## src/rtl/box_cmd_pkg.sv

```systemverilog
// Shared constants, state/error encodings and colour helper for the box command receiver.
package box_cmd_pkg;

   localparam logic [7:0] MAGIC = 8'hA5;

   typedef enum logic [2:0] {
      IDLE  = 3'd0,
      CNT   = 3'd1,
      BODY  = 3'd2,
      CSUM  = 3'd3,
      TAIL  = 3'd4,
      DRAIN = 3'd5
   } box_rx_state_t;

   typedef enum logic [2:0] {
      E_NONE  = 3'd0,
      E_MAGIC = 3'd1,
      E_CNT   = 3'd2,
      E_RANGE = 3'd3,
      E_CSUM  = 3'd4,
      E_SHORT = 3'd5,
      E_LONG  = 3'd6
   } box_err_t;

   // Replicate a dep-bit channel (right-aligned in ch) MSB-first and keep the top 8 bits.
   function automatic logic [7:0] expand_color(input logic [7:0] ch, input int dep);
      logic [7:0] res;
      logic [2:0] idx;
      res = '0;
      for (int i = 0; i < 8; i++) begin
         idx = 3'(dep - 1 - (i % dep));
         res = {res[6:0], ch[idx]};
      end
      return res;
   endfunction

endpackage

```

## src/rtl/box_rec_unpack.sv

```systemverilog
// Combinational slicer for one box record: extracts coordinates, expands colour, checks range.
module box_rec_unpack
   import box_cmd_pkg::*;
#(
   parameter int XW        = 11,
   parameter int YW        = 10,
   parameter int C_DEP     = 2,
   parameter int H_ACT     = 1280,
   parameter int V_ACT     = 720,
   parameter int REC_BYTES = 6
) (
   input  logic [REC_BYTES*8-1:0] rec,
   output logic [XW-1:0]          start_x,
   output logic [YW-1:0]          start_y,
   output logic [XW-1:0]          end_x,
   output logic [YW-1:0]          end_y,
   output logic [23:0]            color,
   output logic                   range_ok
);

   localparam int TOP = REC_BYTES*8 - 1;
   localparam int CB  = TOP - 2*XW - 2*YW;
   localparam logic [XW:0] H_LIM = (XW+1)'(H_ACT);
   localparam logic [YW:0] V_LIM = (YW+1)'(V_ACT);

   logic [C_DEP-1:0] ch_r;
   logic [C_DEP-1:0] ch_g;
   logic [C_DEP-1:0] ch_b;

   // Fields sit MSB-first from the top of the record; any pad bits at the bottom are ignored.
   always_comb begin
      start_x = rec[TOP -: XW];
      start_y = rec[TOP-XW -: YW];
      end_x   = rec[TOP-XW-YW -: XW];
      end_y   = rec[TOP-2*XW-YW -: YW];
      ch_r    = rec[CB -: C_DEP];
      ch_g    = rec[CB-C_DEP -: C_DEP];
      ch_b    = rec[CB-2*C_DEP -: C_DEP];
   end

   // Expand each channel to 8 bits and require start <= end < active size on both axes.
   always_comb begin
      color    = {expand_color(8'(ch_r), C_DEP),
                  expand_color(8'(ch_g), C_DEP),
                  expand_color(8'(ch_b), C_DEP)};
      range_ok = (start_x <= end_x) && ({1'b0, end_x} < H_LIM) &&
                 (start_y <= end_y) && ({1'b0, end_y} < V_LIM);
   end

endmodule

```

## src/rtl/box_cmd_rx.sv

```systemverilog
// Box-overlay command receiver: parses UDP RX bytes, stages records, commits a full valid set.
module box_cmd_rx
   import box_cmd_pkg::*;
#(
   parameter  int BOX_NUM = 4,
   parameter  int H_ACT   = 1280,
   parameter  int V_ACT   = 720,
   parameter  int C_DEP   = 2,
   localparam int XW      = $clog2(H_ACT),
   localparam int YW      = $clog2(V_ACT),
   localparam int CW      = $clog2(BOX_NUM+1)
) (
   input  logic                 clk,
   input  logic                 rstn,
   input  logic                 valid,
   input  logic [7:0]           i_data,
   input  logic                 clear,
   output logic [BOX_NUM*XW-1:0] start_xs,
   output logic [BOX_NUM*YW-1:0] start_ys,
   output logic [BOX_NUM*XW-1:0] end_xs,
   output logic [BOX_NUM*YW-1:0] end_ys,
   output logic [BOX_NUM*24-1:0] colors,
   output logic [BOX_NUM-1:0]   box_en,
   output logic                 updated,
   output logic                 err,
   output logic [2:0]           err_code,
   output logic [7:0]           err_cnt
);

   localparam int REC_BITS  = 2*XW + 2*YW + 3*C_DEP;
   localparam int REC_BYTES = (REC_BITS + 7) / 8;
   localparam int RW        = REC_BYTES * 8;
   localparam int BW        = $clog2(REC_BYTES + 1);
   localparam int SW        = (BOX_NUM > 1) ? $clog2(BOX_NUM) : 1;
   localparam logic [BW-1:0] LAST_BYTE = BW'(REC_BYTES - 1);
   localparam logic [7:0]    BOX_NUM_B = 8'(BOX_NUM);

   box_rx_state_t state;
   box_rx_state_t state_next;
   box_err_t      pending;
   box_err_t      err_val;
   logic          err_fire;
   logic          commit_fire;

   logic [RW-1:0] rec_reg;
   logic [RW-1:0] rec_next;
   logic [BW-1:0] byte_idx;
   logic [CW-1:0] rec_idx;
   logic [CW-1:0] n_reg;
   logic [SW-1:0] slot;
   logic [7:0]    xor_acc;
   logic          last_byte;
   logic          last_rec;

   logic [XW-1:0] u_sx;
   logic [YW-1:0] u_sy;
   logic [XW-1:0] u_ex;
   logic [YW-1:0] u_ey;
   logic [23:0]   u_color;
   logic          u_ok;

   logic [XW-1:0] stage_sx    [BOX_NUM];
   logic [YW-1:0] stage_sy    [BOX_NUM];
   logic [XW-1:0] stage_ex    [BOX_NUM];
   logic [YW-1:0] stage_ey    [BOX_NUM];
   logic [23:0]   stage_color [BOX_NUM];

   assign rec_next  = {rec_reg[RW-9:0], i_data};
   assign last_byte = (byte_idx == LAST_BYTE);
   assign last_rec  = ((rec_idx + CW'(1)) == n_reg);
   assign slot      = rec_idx[SW-1:0];

   // The range check looks at the record including the byte arriving this cycle.
   box_rec_unpack #(
      .XW        (XW),
      .YW        (YW),
      .C_DEP     (C_DEP),
      .H_ACT     (H_ACT),
      .V_ACT     (V_ACT),
      .REC_BYTES (REC_BYTES)
   ) u_unpack (
      .rec      (rec_next),
      .start_x  (u_sx),
      .start_y  (u_sy),
      .end_x    (u_ex),
      .end_y    (u_ey),
      .color    (u_color),
      .range_ok (u_ok)
   );

   // Packet state register.
   always_ff @(posedge clk) begin
      if (!rstn) begin
         state <= IDLE;
      end else begin
         state <= state_next;
      end
   end

   // Next state plus the single-cycle commit/reject decisions; a pending flag outranks later errors.
   always_comb begin
      state_next  = state;
      err_fire    = 1'b0;
      err_val     = E_NONE;
      commit_fire = 1'b0;
      case (state)
         IDLE: begin
            if (valid) begin
               if (i_data == MAGIC) begin
                  state_next = CNT;
               end else begin
                  err_fire   = 1'b1;
                  err_val    = E_MAGIC;
                  state_next = DRAIN;
               end
            end
         end
         CNT: begin
            if (!valid) begin
               err_fire   = 1'b1;
               err_val    = E_SHORT;
               state_next = IDLE;
            end else if (i_data > BOX_NUM_B) begin
               err_fire   = 1'b1;
               err_val    = E_CNT;
               state_next = DRAIN;
            end else if (i_data == 8'd0) begin
               state_next = CSUM;
            end else begin
               state_next = BODY;
            end
         end
         BODY: begin
            if (!valid) begin
               err_fire   = 1'b1;
               err_val    = (pending != E_NONE) ? pending : E_SHORT;
               state_next = IDLE;
            end else if (last_byte && last_rec) begin
               state_next = CSUM;
            end
         end
         CSUM: begin
            if (!valid) begin
               err_fire   = 1'b1;
               err_val    = (pending != E_NONE) ? pending : E_SHORT;
               state_next = IDLE;
            end else begin
               state_next = TAIL;
            end
         end
         TAIL: begin
            if (valid) begin
               err_fire   = 1'b1;
               err_val    = (pending != E_NONE) ? pending : E_LONG;
               state_next = DRAIN;
            end else if (pending == E_NONE) begin
               commit_fire = 1'b1;
               state_next  = IDLE;
            end else begin
               err_fire   = 1'b1;
               err_val    = pending;
               state_next = IDLE;
            end
         end
         DRAIN: begin
            if (!valid) begin
               state_next = IDLE;
            end
         end
         default: begin
            state_next = IDLE;
         end
      endcase
   end

   // Byte datapath: running XOR, record shifter, staging writes and the sticky pending error.
   always_ff @(posedge clk) begin
      if (!rstn) begin
         rec_reg  <= '0;
         byte_idx <= '0;
         rec_idx  <= '0;
         n_reg    <= '0;
         xor_acc  <= '0;
         pending  <= E_NONE;
         for (int i = 0; i < BOX_NUM; i++) begin
            stage_sx[i]    <= '0;
            stage_sy[i]    <= '0;
            stage_ex[i]    <= '0;
            stage_ey[i]    <= '0;
            stage_color[i] <= '0;
         end
      end else begin
         case (state)
            IDLE: begin
               byte_idx <= '0;
               rec_idx  <= '0;
               pending  <= E_NONE;
               if (valid) begin
                  xor_acc <= i_data;
               end
            end
            CNT: begin
               if (valid) begin
                  xor_acc <= xor_acc ^ i_data;
                  n_reg   <= i_data[CW-1:0];
               end
            end
            BODY: begin
               if (valid) begin
                  xor_acc <= xor_acc ^ i_data;
                  rec_reg <= rec_next;
                  if (last_byte) begin
                     byte_idx <= '0;
                     rec_idx  <= rec_idx + CW'(1);
                     if (u_ok) begin
                        stage_sx[slot]    <= u_sx;
                        stage_sy[slot]    <= u_sy;
                        stage_ex[slot]    <= u_ex;
                        stage_ey[slot]    <= u_ey;
                        stage_color[slot] <= u_color;
                     end else if (pending == E_NONE) begin
                        pending <= E_RANGE;
                     end
                  end else begin
                     byte_idx <= byte_idx + BW'(1);
                  end
               end
            end
            CSUM: begin
               if (valid && (i_data != xor_acc) && (pending == E_NONE)) begin
                  pending <= E_CSUM;
               end
            end
            default: begin
            end
         endcase
      end
   end

   // Visible box set, pulses and error bookkeeping; a commit outranks a simultaneous clear.
   always_ff @(posedge clk) begin
      if (!rstn) begin
         start_xs <= '0;
         start_ys <= '0;
         end_xs   <= '0;
         end_ys   <= '0;
         colors   <= '0;
         box_en   <= '0;
         updated  <= 1'b0;
         err      <= 1'b0;
         err_code <= 3'd0;
         err_cnt  <= 8'd0;
      end else begin
         updated <= commit_fire;
         err     <= err_fire;
         if (err_fire) begin
            err_code <= err_val;
            if (err_cnt != 8'hFF) begin
               err_cnt <= err_cnt + 8'd1;
            end
         end
         if (commit_fire) begin
            for (int i = 0; i < BOX_NUM; i++) begin
               if (i < int'(n_reg)) begin
                  start_xs[i*XW +: XW] <= stage_sx[i];
                  start_ys[i*YW +: YW] <= stage_sy[i];
                  end_xs[i*XW +: XW]   <= stage_ex[i];
                  end_ys[i*YW +: YW]   <= stage_ey[i];
                  colors[i*24 +: 24]   <= stage_color[i];
                  box_en[i]            <= 1'b1;
               end else begin
                  start_xs[i*XW +: XW] <= '0;
                  start_ys[i*YW +: YW] <= '0;
                  end_xs[i*XW +: XW]   <= '0;
                  end_ys[i*YW +: YW]   <= '0;
                  colors[i*24 +: 24]   <= '0;
                  box_en[i]            <= 1'b0;
               end
            end
         end else if (clear) begin
            start_xs <= '0;
            start_ys <= '0;
            end_xs   <= '0;
            end_ys   <= '0;
            colors   <= '0;
            box_en   <= '0;
         end
      end
   end

endmodule
```

## config.mk

```make
export PLATFORM = sky130hd
export DESIGN_NAME = box_cmd_rx
export DESIGN_NICKNAME = d
export VERILOG_FILES = /design/src/rtl/box_cmd_pkg.sv /design/src/rtl/box_rec_unpack.sv /design/src/rtl/box_cmd_rx.sv
export SDC_FILE = /design/constraint.sdc
export NUM_CORES = 1
export LEC_CHECK = 0
export BUFFER_PORTS_ARGS = -buffer_cell sky130_fd_sc_hd__clkbuf_2
export CORE_MARGIN = 2
export CORE_UTILIZATION = 60
export CTS_BUF_LIST = sky130_fd_sc_hd__clkbuf_2
export DETAILED_ROUTE_END_ITERATION = 16
export PLACE_DENSITY_LB_ADDON = 0.05
export SLEW_MARGIN = 10
export SYNTH_ARGS = -nofsm -noshare
export SYNTH_HDL_FRONTEND = slang
export SYNTH_SLANG_ARGS = --single-unit
```

## constraint.sdc

```tcl
create_clock -name clk -period 15.09 [get_ports clk]
set_input_delay 0.7545 -clock clk [delete_from_list [all_inputs] [get_ports clk]]
set_output_delay 0.7545 -clock clk [all_outputs]
set_load 0.1 [all_outputs]
```

==> metrics.cfg, run 1 <==
[setup_path]
endpoint = stage_sx[2][9]
crit_type = reg -> reg
critPathLaunchType = flop
rr_worst_depth = 7
r2r_slack_ns = 10.38
startpoint = state[1]
worstReg2RegEnd = stage_sx[2][9]
cp-end-kind = flop
cp.arrival_ns = 5.29
critPathRequiredTime_ns = 15.67
cp_max_fo = 71
timing.rr.start = state[1]

[cts]
cts_resized = 0
holdBufCountCts = 0
post_cts_buffers = 0
cts_max_path_buffers = 3
clk_pin_slew_ns = 0.10
cts_sinks = 463
cts_root_buf = clkbuf_2
clock_latency_ns = 1.00
cts_tree = yes
htreeDepth = 3
cts_buffers = 112

[global_route]
grt_usage_pct = 27.21
grt_util_met3_pct = 5.247
grt_pass1_wl_um = 70640
grt_max_degree = 154
grtUsageMet1_pct = 37.12
grtUsageMet2_pct = 44.34
busiest_layer = met2
overflow = 0
antenna_found_initial = 1
grt_pass1_vias = 13040

[floorplan]
start_util_pct = 60.76
coreArea_um2 = 30510
dieWidth_um = 179.8
num_rows = 64
die-area_um2 = 32320
die_h_um = 179.8
ios = 293

[routing]
viasPerCell = 5.628
vias = 13600
ant_nets = 0
drcViolationCount = 0
wl_per_cell_um = 18.69
dr.pass1.iters = 7
drtIter0Drc = 1221
wl_um = 45160

[sta]
period_share_pct = 31.20
maxSlewViolCount = 0
slew_headroom_pct = 16.98
hold_viol = 0
finalSetupTns_ns = 0
clock_skew_ns = 0.1155
rsz0062_at_grt = no
layout_min_cycle_time_ns = 4.708
setup_viol = 0
fmax_mhz = 212.4
hold_ws_ns = 0.1589
worst_pin_slew_ns = 1.245

[finish]
multi_input_area_um2 = 6107
seq_area_um2 = 11190
fillCellCount = 2494
final_cell_mix = 465 x clkbuf_2, 271 x dfxtp_1, 264 x nor2_1
syn2layout_area_growth_pct = 10.85
fin_nets = 1958
drive_gt1_share_pct = 30.66
layout_commonest_cell = clkbuf_2

[yosys]
yosysUniqueCellTypes = 69
synth-seq-area-share_pct = 60.37
syn_area_um2 = 18540
async_flop_share_pct = 0
synth_area_per_cell_um2 = 10.90
syn_nets = 1736
yosys_most_used_dff = dfxtp_1
synthAdderAreaFrac_pct = 1.552
synth_compound_area_share_pct = 11.70
synth_edf_count = 192
yosys.area_share.simple_pct = 17.97
synth_xor_area_share_pct = 0.9922
synth_top_family_by_area = simple AND/OR/NAND/NOR gates
synth_warnings = 0
synth-seq-cells = 463
syn_inst = 1701
synthMuxAreaShare_pct = 0.3240

[worst_hold_path]
min_path_type = in -> reg

[placed_design]
place_congestion = 0.9164
dp_hpwl_um = 28310
numPortBuffers = 292

[power]
max-vdd-ir-drop_v = 0.00005598
p_leak_nw = 7.594
p_per_area_nw_per_um2 = 112.6

[run_status]
outcome = finished clean

[flow_run]
cap_viol_max_count = 0

[per-stage QoR]
stage          worst slack (ns)  util [%]  total power, mW  std cells  instance area (um^2)
4_1_cts                   10.40     67.34            2.336       2415                 20550
6_report                  10.38     67.35            2.314       2416                 20550
3_5_place_dp              10.19     63.95            1.537       2205                 19510
3_3_place_gp              10.31     63.95            1.535       2205                 19510
2_1_floorplan             9.129         -            1.504       1701                 18540
5_1_grt                   10.02     67.35            2.413       2416                 20550
[worst min path at each step]
stage                    from           end  depth (start not counted)
2_1_floorplan     rec_reg[32]   rec_reg[32]                          2
3_3_place_gp   stage_sx[2][8]  start_xs[30]                          2
3_5_place_dp   stage_ey[2][3]    end_ys[23]                          2
4_1_cts             i_data[3]    rec_reg[3]                          3
5_1_grt             i_data[3]    rec_reg[3]                          3
6_report            i_data[3]    rec_reg[3]                          3
[metal layers]
metal,routed length (um),vias to the layer above
met4,765,0
met3,3214,62
met2,21680,532
met5,0,-
met1,19500,6537
li1,-,6466
[critical path: stages, from the launching register on]
cell and delay, ns:
dfxtp_1 0.77, nand3_2 0.86, nor2_2 0.47, o2111ai_4 0.15
buf_4 0.40, buf_4 0.54, o21ai_4 0.59, buf_4 0.51
[cell families after synthesis]
family | count (synthesis)
XOR/XNOR | 21
flip-flops | 463
multiplexers | 6
buffers and inverters | 231
AO/OA/AOI/OAI | 306
adder cells (fa/ha/maj) | 23
AND/OR/NAND/NOR | 651
[report_power, final]
part	switching [mW]	total, mW	internal, mW
clock	0.494	0.805	0.311
sequential	0.0217	1.36	1.34
combinational	0.123	0.152	0.0287
[synthesized netlist by cell type, types with 2 or more instances]
cell type	number	area, um^2
dfxtp_1	271	5425
nor2_1	266	998.5
a22oi_1	194	1456
edfxtp_1	192	5766
nand2_1	169	634.4
nor3_2	92	920.9
buf_4	77	578.1
clkbuf_1	70	262.8
a21oi_1	61	305.3
nor3_1	58	290.3
buf_2	42	210.2
inv_1	28	105.1
ha_1	23	287.8
o21ai_0	19	95.09
xor2_1	16	140.1
buf_6	14	157.7
and2_1	10	62.56
mux2i_1	6	60.06
or2_2	6	37.54
nor2b_1	5	31.28
or3_1	5	31.28
xnor2_1	5	43.79
nand2b_1	4	25.02
nand3b_1	4	30.03
nand4_1	4	25.02
a211oi_1	3	22.52
and3_1	3	18.77
nand3_1	3	15.01
nor4_1	3	18.77
o31ai_1	3	22.52
or4_1	3	22.52
a2111oi_0	2	17.52
and4_1	2	17.52
o211ai_1	2	15.01
o41ai_1	2	17.52
[cell type report]
cell class                      count  share of cell area [%]
Antenna cell                        1                 0.01218
Inverter                           28                  0.5480
Clock inverter                     37                  0.8281
Timing Repair Buffer              311                   7.806
Tap cell                          396                   2.411
Clock buffer                      173                   4.214
Multi-Input combinational cell   1007                   29.72
Sequential cell                   463                   54.46
Power figures use the tool's default switching activity.
==> run 2, diff against run 1 <==
--- a/config.mk
+++ b/config.mk
@@ -7,7 +7,7 @@
 export LEC_CHECK = 0
 export BUFFER_PORTS_ARGS = -buffer_cell sky130_fd_sc_hd__clkbuf_2
 export CORE_MARGIN = 2
-export CORE_UTILIZATION = 60
+export CORE_UTILIZATION = 53
 export CTS_BUF_LIST = sky130_fd_sc_hd__clkbuf_2
 export DETAILED_ROUTE_END_ITERATION = 16
 export PLACE_DENSITY_LB_ADDON = 0.05
==> constraint.sdc (replaced) <==
create_clock -name clk -period 4.3 [get_ports clk]
set_input_delay 0.215 -clock clk [delete_from_list [all_inputs] [get_ports clk]]
set_output_delay 0.215 -clock clk [all_outputs]
set_load 0.1 [all_outputs]
==> run 2 against run 1 <==
Effect of this change:
- first-iteration DRC count decreased by 18%
- clock skew decreased by 0.023 ns
- critical path type unchanged
- highest routed layer unchanged
- final cell count increased by 3.7%
- largest cell class unchanged
- fmax increased by 40%
- clock power increased to 3.6 times the previous value
- register-to-register slack got worse by 9.5 ns
==> metrics.cfg, run 2 (synthesized netlist as in run 1, its figures left out) <==
[routing]
dr.pass1.iters = 5
wl_per_cell_um = 19.33
viasPerCell = 5.512
drcViolationCount = 0
drtIter0Drc = 1001
wl_um = 48420
ant_nets = 0
vias = 13810

[finish]
fin_nets = 1987
final_cells = 2505
final_cell_mix = 464 x clkbuf_2, 271 x dfxtp_1, 264 x nor2_1
drive_gt1_share_pct = 30.26
final_area_um2 = 20960
layout_commonest_cell = clkbuf_2
syn2layout_area_growth_pct = 13.08

[placed_design]
dp_hpwl_um = 29620
place_congestion = 0.9180
numPortBuffers = 292
placed_cell_area_um2 = 19640
dp_cells = 2265

[setup_path]
crit_chain = inv_1 -> ha_1 -> nand4_1 -> a211oi_2 -> a2111oi_4 -> o2111ai_4 -> buf_4 -> nor3_1
crit_type = reg -> reg
critPathRequiredTime_ns = 5.00
critPathLaunchType = flop
max_stage_delay_ns = 1.00
cp_max_fo = 88
cp-end-kind = flop
cp.arrival_ns = 4.07
slowest_stage = buf_4

[power]
p_per_area_nw_per_um2 = 392.0
max-vdd-ir-drop_v = 0.0002298
p_leak_nw = 7.729
fin_total_pwr_mw = 8.218

[sta]
hold_ws_ns = 0.1150
worst_pin_slew_ns = 1.424
hold_viol = 0
fmax_mhz = 296.4
maxSlewViolCount = 0
slew_headroom_pct = 5.052
period_share_pct = 78.46
finalSetupTns_ns = 0
layout_min_cycle_time_ns = 3.374
clock_skew_ns = 0.09247
setup_viol = 0
rsz0062_at_grt = no

[global_route]
antenna_found_initial = 1
grt_pass1_vias = 13070
grt_max_degree = 190
grt_usage_pct = 26.24
grt_pass1_wl_um = 73590
overflow = 0

[cts]
htreeDepth = 3
cts_sinks = 463
cts_tree = yes
clock_latency_ns = 1.06
cts_max_path_buffers = 3
clk_pin_slew_ns = 0.10
cts_root_buf = clkbuf_2
cts_buffers = 113

[run_status]
outcome = finished clean

[floorplan]
start_util_pct = 53.79
die_h_um = 191.0
die-area_um2 = 36490
dieWidth_um = 191.0
ios = 293
coreArea_um2 = 34460
num_rows = 68

[worst_hold_path]
min_path_type = in -> reg

[flow_run]
cap_viol_max_count = 0

==> run 2: cell types whose count changed in the layout (fill, tap and decap cells not counted), sizes merged <==
cell	delta
clkbuf	-1
clkinv	+2
bufinv	+1
dlygate4sd3	+27
buf	+1
==> run 2: final timing paths <==
kind              start              to  slack [ns]  cells after the start
max          rec_reg[3]  stage_sy[0][9]        0.93                      8
min           i_data[1]        n_reg[1]        0.11                      4
max reg2reg  rec_reg[3]  stage_sy[0][9]        0.93                      8
min reg2reg  rec_reg[8]     rec_reg[16]        0.46                      2
==> run 2: power breakdown <==
part / switching [mW] / internal, mW / leakage, nW / total, mW
registers: 0.0722 / 4.69 / 4.01 / 4.76
clock network: 1.77 / 1.13 / 0.812 / 2.90
logic: 0.443 / 0.115 / 2.91 / 0.559
total: 2.28 / 5.93 / 7.73 / 8.22
==> run 2: what timing repair did <==
| action | 4_1_cts | 5_1_grt |
|---|---|---|
| hold endpoints to repair | 196 | 0 |
| hold buffers | 27 | 0 |
| resized for setup | 0 | 0 |
| setup buffers | 0 | 0 |
==> run 2: worst max-delay path: cells and delay by family (launching register included) <==
family                   cells  cell delay (ns)
flip-flops                   1             0.43
AO/OA/AOI/OAI                3             0.88
AND/OR/NAND/NOR              2             0.29
adder cells (fa/ha/maj)      1             0.31
buffers and inverters        2             1.07
==> run 2: routing by layer <==
metal | track usage, % | vias to the layer above | wire, um
met3 | 5.563 | 77 | 3181
met4 | 8.617 | 0 | 963
met5 | 0 | - | 0
li1 | - | 6525 | -
met1 | 35.60 | 6709 | 21200
met2 | 42.00 | 496 | 23070
==> run 2: layout make-up <==
cell class                 instances  area [um^2]
fill                            3015        13500
sequential                       463        11190
multi-input combinational       1007         6107
timing repair buffer             339         1932
clock buffer                     172        860.8
tap                              455        569.3
clock inverter                    40        186.4
inverter                          28        112.6
antenna                            1        2.502
==> run 2: metrics by stage <==
step,setup WS (ns),utilization [%]
finish,0.9262,60.83
global route,0.7056,60.83
CTS,0.9834,60.82
detailed placement,1.022,57.00
global placement,1.093,57.00
floorplan,-0.1006,-
==> run 3, diff against run 2 <==
==> constraint.sdc (replaced) <==
create_clock -name clk -period 2.8 [get_ports clk]
set_input_delay 0.14 -clock clk [delete_from_list [all_inputs] [get_ports clk]]
set_output_delay 0.14 -clock clk [all_outputs]
set_load 0.1 [all_outputs]
==> run 3 against run 2 <==
Effect of this change:
- final area up 2.2%
- sequential power grew 53%
- first-iteration DRC count grew 15%
- critical endpoint is now stage_ex[1][3]
- setup slack worse by 0.76 ns
- clock-buffer cell count is 4 higher
- combinational power is 61% higher
- sequential cell count did not move
- critical path depth rose by 1
- non-clock buffer count rose by 40
- total power grew 55%
- global-route usage is 0.38 points higher
==> metrics.cfg, run 3 (synthesized netlist as in run 1, its figures left out) <==
[cts]
clock_latency_ns = 1.06
cts_buffers = 113
cts_tree = yes
cts_root_buf = clkbuf_2
cts_sinks = 463
clk_pin_slew_ns = 0.11
htreeDepth = 3
cts_max_path_buffers = 3

[setup_path]
cp.arrival_ns = 3.31
cp-end-kind = flop
timing.rr.start = rec_reg[14]
critPathRequiredTime_ns = 3.47
startpoint = rec_reg[14]
r2r_slack_ns = 0.16
worstReg2RegEnd = stage_ex[1][3]
critPathLaunchType = flop
crit_type = reg -> reg
rr_worst_depth = 9
cp_max_fo = 48

[power]
combPwrFrac_pct = 7.1
p_per_area_nw_per_um2 = 594.1
p_switching_mw = 3.487
fin_total_pwr_mw = 12.73
power_frac_seq_pct = 57.3
p_int_mw = 9.242
sw_frac_of_total_pct = 27.40
max-vdd-ir-drop_v = 0.0003143
p_leak_nw = 7.980
pwr-share-clk_pct = 35.6

[finish]
final_cell_mix = 468 x clkbuf_2, 264 x nor2_1, 261 x dfxtp_1
fillCellCount = 2924
syn2layout_area_growth_pct = 15.59
fin_nets = 2027
layout_commonest_cell = clkbuf_2
drive_gt1_share_pct = 32.01

[floorplan]
die_h_um = 191.0
dieWidth_um = 191.0
die-area_um2 = 36490
start_util_pct = 53.79
ios = 293
coreArea_um2 = 34460
num_rows = 68

[sta]
finalSetupTns_ns = 0
hold_viol = 0
hold_ws_ns = 0.1237
fmax_mhz = 379.2
setup_viol = 0
worst_slack_ns = 0.1632
worst_pin_slew_ns = 0.7591
slew_headroom_pct = 49.39
period_share_pct = 94.17
maxSlewViolCount = 0
rsz0062_at_grt = no
layout_min_cycle_time_ns = 2.637
clock_skew_ns = 0.08741

[routing]
drtIter0Drc = 1155
vias = 13970
dr.pass1.iters = 6
ant_nets = 0
viasPerCell = 5.498
drcViolationCount = 0
wl_um = 49180
wl_per_cell_um = 19.36

[placed_design]
place_congestion = 0.8597
numPortBuffers = 292
dp_hpwl_um = 30750
place_ws_ns = -0.02729

[global_route]
grt_pass1_vias = 13150
antenna_found_initial = 1
overflow = 0
grt_pass1_wl_um = 74310
grt_usage_pct = 26.62
grt_max_degree = 122

[worst_hold_path]
min_path_type = in -> reg
whs_endpoint = n_reg[2]
min_path_cells = 4
hp-start = i_data[2]

[run_status]
outcome = finished clean

[flow_run]
cap_viol_max_count = 0

-- run 3: worst max-delay path, cell delays in order, from the launching register on --
cell	delay, ns
dfxtp_2	0.37
inv_1	0.05
ha_1	0.31
and4_4	0.19
a21boi_1	0.13
o311ai_2	0.36
o2111ai_4	0.19
buf_12	0.19
o21ai_4	0.14
buf_12	0.30
-- run 3: worst max-delay path by stage --
| stage | slack, ns | cells past startpoint | to |
|---|---|---|---|
| finish | 0.16 | 9 | stage_ex[1][3] |
| global route | 0.01 | 7 | rec_reg[7] |
| CTS | 0.02 | 7 | rec_reg[6] |
| detailed placement | -0.03 | 8 | stage_ex[0][2] |
| global placement | 0.08 | 8 | stage_ex[1][5] |
| floorplan | -0.09 | 7 | stage_color[3][14] |
-- run 3: through the flow --
step | utilization (%) | area, um^2 | instances
after floorplan | - | 18600 | 1701
after global placement | 58.09 | 20020 | 2300
after detailed placement | 58.09 | 20020 | 2300
after CTS | 62.12 | 21410 | 2539
after global routing | 62.18 | 21430 | 2540
final | 62.18 | 21430 | 2540
-- run 3: power by group through the flow --
stage	Sequential [mW]	Combinational, mW	Clock (mW)
floorplan	7.63	0.464	0
global placement	7.45	0.864	0
detailed placement	7.45	0.874	0
CTS	7.30	0.902	4.65
global route	7.32	0.957	4.98
finish	7.30	0.898	4.53
-- run 3: final cells by class --
type,count,area [um^2],share of cell area [%]
flip-flops and latches,463,11200,52.29
multi-input cells,1007,6111,28.52
repair buffers,379,2371,11.07
clock buffers,176,880.8,4.111
well taps,455,569.3,2.657
clock inverters,31,175.2,0.8176
inverters,28,112.6,0.5256
diodes,1,2.502,0.01168
-- run 3: repair_timing --
item | 4_1_cts | 5_1_grt
buffers inserted | 1 | 0
gates resized for setup | 1 | 6
hold buffers | 31 | 0
endpoints found under the setup margin | 61 | 6
endpoints found under the hold margin | 337 | 0
pin swaps | 1 | 0
-- run 3: routing by layer --
layer / part of all wire (%) / wire, um / GRT usage [%] / vias to the layer above
li1: - / - / - / 6610
met1: 43 / 21000 / 35.52 / 6768
met2: 49 / 23930 / 43.48 / 523
met3: 6.9 / 3395 / 5.397 / 64
met4: 1.8 / 862 / 8.706 / 0
met5: 0 / 0 / 0 / -
